==> src/rtl/stream_out.sv <==
// Reading end of a writer/reader port handshake that feeds a host-drained FIFO.
// A three-state handshake captures each pending value exactly once.
module stream_out #(
    parameter int DEPTH  = 39,
    parameter int DATA_W = 11
) (
    input  logic                     clk,
    input  logic                     rst,
    input  logic                     rready,
    input  logic signed [DATA_W-1:0] data_in,
    output logic                     read,
    input  logic                     pop,
    output logic signed [DATA_W-1:0] dout,
    output logic                     empty,
    output logic                     full,
    output logic [5:0]               count,
    output logic [5:0]               total
);

    localparam int PTR_W = (DEPTH > 1) ? $clog2(DEPTH) : 1;
    localparam logic [PTR_W-1:0] LAST_PTR  = PTR_W'(DEPTH - 1);
    localparam logic [5:0]       DEPTH_CNT = 6'(DEPTH);

    typedef enum logic [1:0] {IDLE, ACK, DROP} state_t;

    state_t                   state;
    logic [PTR_W-1:0]         head;
    logic [PTR_W-1:0]         tail;
    logic signed [DATA_W-1:0] mem [DEPTH];
    logic                     capture;
    logic                     take;

    // Pointers wrap modulo DEPTH, which need not be a power of two.
    function automatic logic [PTR_W-1:0] next_ptr(input logic [PTR_W-1:0] p);
        return (p == LAST_PTR) ? '0 : p + 1'b1;
    endfunction

    function automatic logic [5:0] sat_inc(input logic [5:0] v);
        return (v == 6'd63) ? v : v + 6'd1;
    endfunction

    assign empty   = (count == 6'd0);
    assign full    = (count == DEPTH_CNT);
    assign capture = (state == IDLE) && rready && !full;
    assign take    = pop && !empty;
    assign dout    = mem[head];

    // Storage is data only: never reset, written solely on a capture.
    always_ff @(posedge clk) begin
        if (capture && !rst) begin
            mem[tail] <= data_in;
        end
    end

    always_ff @(posedge clk) begin
        if (rst) begin
            state <= IDLE;
            read  <= 1'b0;
            head  <= '0;
            tail  <= '0;
            count <= 6'd0;
            total <= 6'd0;
        end else begin
            case (state)
                IDLE: begin
                    read  <= capture;
                    state <= capture ? ACK : IDLE;
                end
                ACK: begin
                    read  <= 1'b0;
                    state <= DROP;
                end
                DROP: begin
                    read  <= 1'b0;
                    state <= rready ? DROP : IDLE;
                end
                default: begin
                    read  <= 1'b0;
                    state <= IDLE;
                end
            endcase

            if (capture) begin
                tail  <= next_ptr(tail);
                total <= sat_inc(total);
            end
            if (take) begin
                head <= next_ptr(head);
            end

            case ({capture, take})
                2'b10:   count <= count + 6'd1;
                2'b01:   count <= count - 6'd1;
                default: count <= count;
            endcase
        end
    end

endmodule

==> config.mk <==
export PLATFORM = sky130hd
export DESIGN_NAME = stream_out
export DESIGN_NICKNAME = d
export VERILOG_FILES = /design/src/rtl/stream_out.sv
export SDC_FILE = /design/constraint.sdc
export NUM_CORES = 1
export LEC_CHECK = 0
export CORE_MARGIN = 2
export CORE_UTILIZATION = 60
export CTS_CLUSTER_SIZE = 24
export DETAILED_ROUTE_END_ITERATION = 8
export MAX_ROUTING_LAYER = met4
export PLACE_DENSITY = 0.77
export SYNTH_ARGS = -nofsm -noshare
export SYNTH_HDL_FRONTEND = slang
export SYNTH_SLANG_ARGS = --single-unit
==> constraint.sdc <==
create_clock -name clk -period 10.5 [get_ports clk]
set_clock_uncertainty 0.05 [all_clocks]
set_input_delay 3.15 -clock clk [delete_from_list [all_inputs] [get_ports clk]]
set_output_delay 3.15 -clock clk [all_outputs]
set_load 0.02 [all_outputs]
Word level (Yosys, flattened, before mapping)
Memories as Yosys holds them, arrays and structs flattened. A register that Yosys moved wholly into a read port is not among the register bits.
Cells that the tools add are included.

operators by class
  add/sub/neg operators = 5
  eq/ne operators = 8
  multiplexer cells = 10
  bitwise logic cells = 2
  reductions and logical operators = 12

operators with widths
  operator                                                                count
  6-bit by 1-bit adder with 6-bit output (second input constant)          4
  6-bit equality test (second input constant)                             4
  6-bit 2-to-1 mux                                                        4
  6-bit case mux with 2 select lines                                      1
  6-bit logical NOT                                                       1
  2-bit case mux with 3 select lines                                      1
  6-bit by 1-bit subtractor with 6-bit output (second input constant)     1
  2-bit by 1-bit equality test with 1-bit output (second input constant)  2
  2-bit equality test (second input constant)                             2
  1-bit logical AND                                                       4
  1-bit logical NOT                                                       3
  1-bit 2-to-1 mux                                                        3
  2-bit logical NOT                                                       1
  2-bit 2-to-1 mux                                                        1
  1-bit inverter                                                          2
  2-bit AND reduction                                                     1
  2-bit nonzero test                                                      1
  2-bit OR reduction                                                      1

word-level totals
  register bits after elaboration = 27
  RAM bits = 429
  output and inout bits = 26
  word-level logic and storage cells = 44
  memories kept = 1

memories
  name  depth  bits a word  rd ports  clocked after memory_dff  wr ports  RTL line  RTL
  mem   39     11           1         1                         1         29        logic signed [DATA_W-1:0] mem [DEPTH];

Longest topological paths before layout
  depth in word-level cells = 6
  mapped depth = 12
  mapped depth without buffers = 11

Worst setup path before layout
OpenSTA, ideal clock, no wires.

  path type = input port to flip-flop
  from = input port rready
  to = register count[4]
  library setup time = 70 ps
  arrival = 5410 ps
  data required time = 10380 ps
  slack = 4970 ps
  cell stages on the path = 11
  cells stage by stage = nor3b_1 o31a_1 inv_2 buf_2 ha_1 ha_1 nor2b_1 o21a_1 o21ai_0 or3b_2 a21oi_1

between the ends
  cells in the longest elaborated chain, start to end = 4

RTL lines
  item                                                                                   RTL line  RTL
  start, declared                                                                        9         input logic rready,
  1-bit logical AND (*) (2 in series)                                                    44        assign capture = (state == IDLE) && rready && !full;
  2-bit by 1-bit equality test with 1-bit output or 2-bit equality test (tied branches)  91        case ({capture, take})
  6-bit case mux with 2 select lines or 2-bit nonzero test (tied branches)               -
  end signal, assigned                                                                   92        2'b10: count <= count + 6'd1;
  end signal, assigned                                                                   93        2'b01: count <= count - 6'd1;
  end signal, assigned                                                                   94        default: count <= count;
  end, declared                                                                          16        output logic [5:0] count,

Mark *: on every way between the ends. The rest lies on a longest branch, timed or not.
A chain may end at the register's enable or synchronous reset.

==> results.cfg <==
[timing]
fin_tns_setup_ns = 0
rsz0062_at_grt = no
fmax_mhz = 136
hold_violations = 0
slew_violations = 0
tightestPinTransition_ns = 1.27
finalCritPeriodShare = 0.700
setup_viol = 0
relSlewSlack = 0.148
fin_crit_ns = 7.35
fin_ws_ns = 3.15

[yosys]
synth-async-reset-ratio = 0
synth_top_cell_by_area = edfxtp_1
synthFlopType = edfxtp_1
ys_seq_area_frac = 0.727
netlist_area_mm2 = 0.0186
ys_ff_latch = 462
synth_compound_area_frac = 0.0733
synth_top_area_frac = 0.692
synth_nets = 1125
synthCells = 1099
synthSimpleGateAreaFrac = 0.0393
synth_fa_ha_area_frac = 0.00779
ys_top_cells_by_area = edfxtp_1, mux2i_1, dfxtp_1, a22oi_1, nor2_1
ys_types = 48
synth_top_family_by_area = multiplexers
syn_area_per_cell_um2 = 17.0
yosys.area_share.xor_xnor = 0.00752
muxShareOfSynthArea = 0.121
ys_warn_count = 0
synth_edf_count = 429

[grt]
grt_overflow = 0
grt_util_all_layers = 0.243
grt_pass1_vias = 9599
grt_pass1_wl_um = 58100
antenna_found_initial = 0
grt_max_degree = 143

[setup_path]
arrival_ns = 4.15
worst_path_max_delay_cell = buf_12
crit_chain = buf_12 -> mux2i_1 -> a22o_1 -> a221oi_1 -> o22ai_1 -> o41ai_2 -> clkdlybuf4s50_1
critical_path_class = flop to primary output
cp.required_ns = 7.30
r2r-start = count[1]$_SDFFE_PP0P_
cpPeakStageDelay_ns = 0.75
critPathLaunchType = flop
r2r_cells = 11
cp_max_fo = 142
cp-end-kind = primary output
cp_top_family = buffers and inverters
cp.buffers_inverters = 2
reg2reg_slack_ns = 7.30
reg2reg_to = count[4]$_SDFFE_PP0P_

[floorplan]
core_area_mm2 = 0.0306
placementRows = 64
start_util = 0.609
die_h_um = 180
io_pins = 41
die_area_mm2 = 0.0325
die_w_um = 180

[finish]
drive_gt1_frac = 0.131
mostFrequentLayoutCell = edfxtp_1
antennaDiodeCount = 0
stdcell_count = 1583
area_growth_pct = 11.8
final_cell_mix = edfxtp_1, mux2i_1, nor2_1
nets = 1177
fin_area_mm2 = 0.0208

[clock_tree]
ctsResizeCount = 0
numCtsBuffers = 45
insertion_delay_ns = 0.54
clock_sink_count = 462
hold_buffers = 0
post_cts_buffers = 0
ctsRootBufferMaster = clkbuf_16
clk_pin_slew_ns = 0.06
tritoncts = done
htreeDepth = 2
cts.path.max_buffers = 3

[place]
dpl_cell_area_mm2 = 0.0194
dp.cells = 1500
dpl.hpwl_um = 22000
post-place-ws_ns = 3.70
place_congestion = 0.849
port_buffers = 40

[drt]
vias_per_cell = 6.22
dr.pass1.iters = 5
drt-initial-drc-count = 1171
wl_um = 38300
ant_nets = 0
post_drt_wl_per_cell_um = 24.2
drc_errors = 0
vias = 9851

[flow_run]
maxCapViolations = 0

[min_path]
hold_depth = 2
hp-class = flop to flop
min_to = state[1]$_SDFF_PP0_
worstHoldStart = state[0]$_SDFF_PP0_

[power_and_ir_drop]
ir_drop_mv = 0.171
p_leak_nw = 6.55
p_per_area_mw_per_mm2 = 210

[outcome]
outcome = complete, no violations
-- cells in the mapped netlist, types with 8 or more instances --
| library cell | number |
|---|---|
| mux4_2 | 11 |
| o21ai_0 | 15 |
| nor2_1 | 70 |
| ha_1 | 10 |
| buf_2 | 11 |
| a22o_1 | 22 |
| mux2_2 | 12 |
| o41ai_2 | 11 |
| inv_1 | 8 |
| dfxtp_1 | 33 |
| a221oi_2 | 16 |
| a22oi_1 | 44 |
| mux2i_1 | 187 |
| o22ai_1 | 11 |
| xnor2_1 | 10 |
| nor3_1 | 8 |
| clkbuf_1 | 25 |
| nand2_1 | 43 |
| buf_4 | 11 |
| edfxtp_1 | 429 |
| a21oi_1 | 32 |
| buf_6 | 13 |
-- how the worst max path moves through the flow --
stage | startpoint | end | slack (ns) | cells past startpoint
after floorplan | rready | count[4]$_SDFFE_PP0P_ | 4.97 | 11
after global placement | flop | dout[2] | 3.77 | 7
after detailed placement | flop | dout[2] | 3.70 | 7
after CTS | flop | dout[2] | 3.12 | 7
after global routing | flop | dout[10] | 2.92 | 7
final | flop | dout[10] | 3.15 | 7
-- per-layer routing --
metal	up-vias	part of all wire	global-route usage	wire length (um)
met2	369	0.48	0.372	18300
met4	0	0.027	0.0716	1020
met3	66	0.072	0.0342	2780
li1	4444	-	-	-
met5	-	0	-	0
met1	4972	0.42	0.344	16300
-- through the flow --
step | hold slack (ns) | power, mW | util
after CTS | 0.439 | 4.39 | 0.681
after global placement | 0.413 | 2.82 | 0.633
after global routing | 0.456 | 4.52 | 0.681
final | 0.436 | 4.38 | 0.681
after floorplan | 0.407 | 2.65 | -
after detailed placement | 0.429 | 2.83 | 0.633
-- logic make-up after synthesis --
kind of cell    count (synthesis)
mux                           210
simple gates                  162
flops                         462
xor+xnor                       16
fa+ha+maj                      11
compound gates                165
buf+inv                        73
-- layout make-up --
cell class | count | area [um^2]
clock buffer | 61 | 1230
clock inverter | 22 | 221
fill | 2029 | 9770
inverter | 9 | 33.8
multi-input combinational | 564 | 4670
sequential | 462 | 13500
tap | 396 | 495
timing repair buffer | 69 | 631
-- flip-flops by register name (all words and copies together), names as in the netlist, named ones only --
signal	count
count	6
head	6
mem	429
read	1
state	2
tail	6
total	6
-- worst register-to-register path, delay by kind of cell (launching register included) --
family	cells	cell delay, ns
flops	1	0.47
fa+ha+maj	2	0.76
compound gates	3	0.68
simple gates	4	0.79
buf+inv	2	0.39
-- power breakdown --
| part | total (mW) | switching, mW | internal (mW) |
|---|---|---|---|
| logic | 0.736 | 0.410 | 0.327 |
| clock network | 1.58 | 0.655 | 0.922 |
| registers | 2.06 | 0.0351 | 2.03 |
No activity file was read; power rests on OpenSTA's default activity.
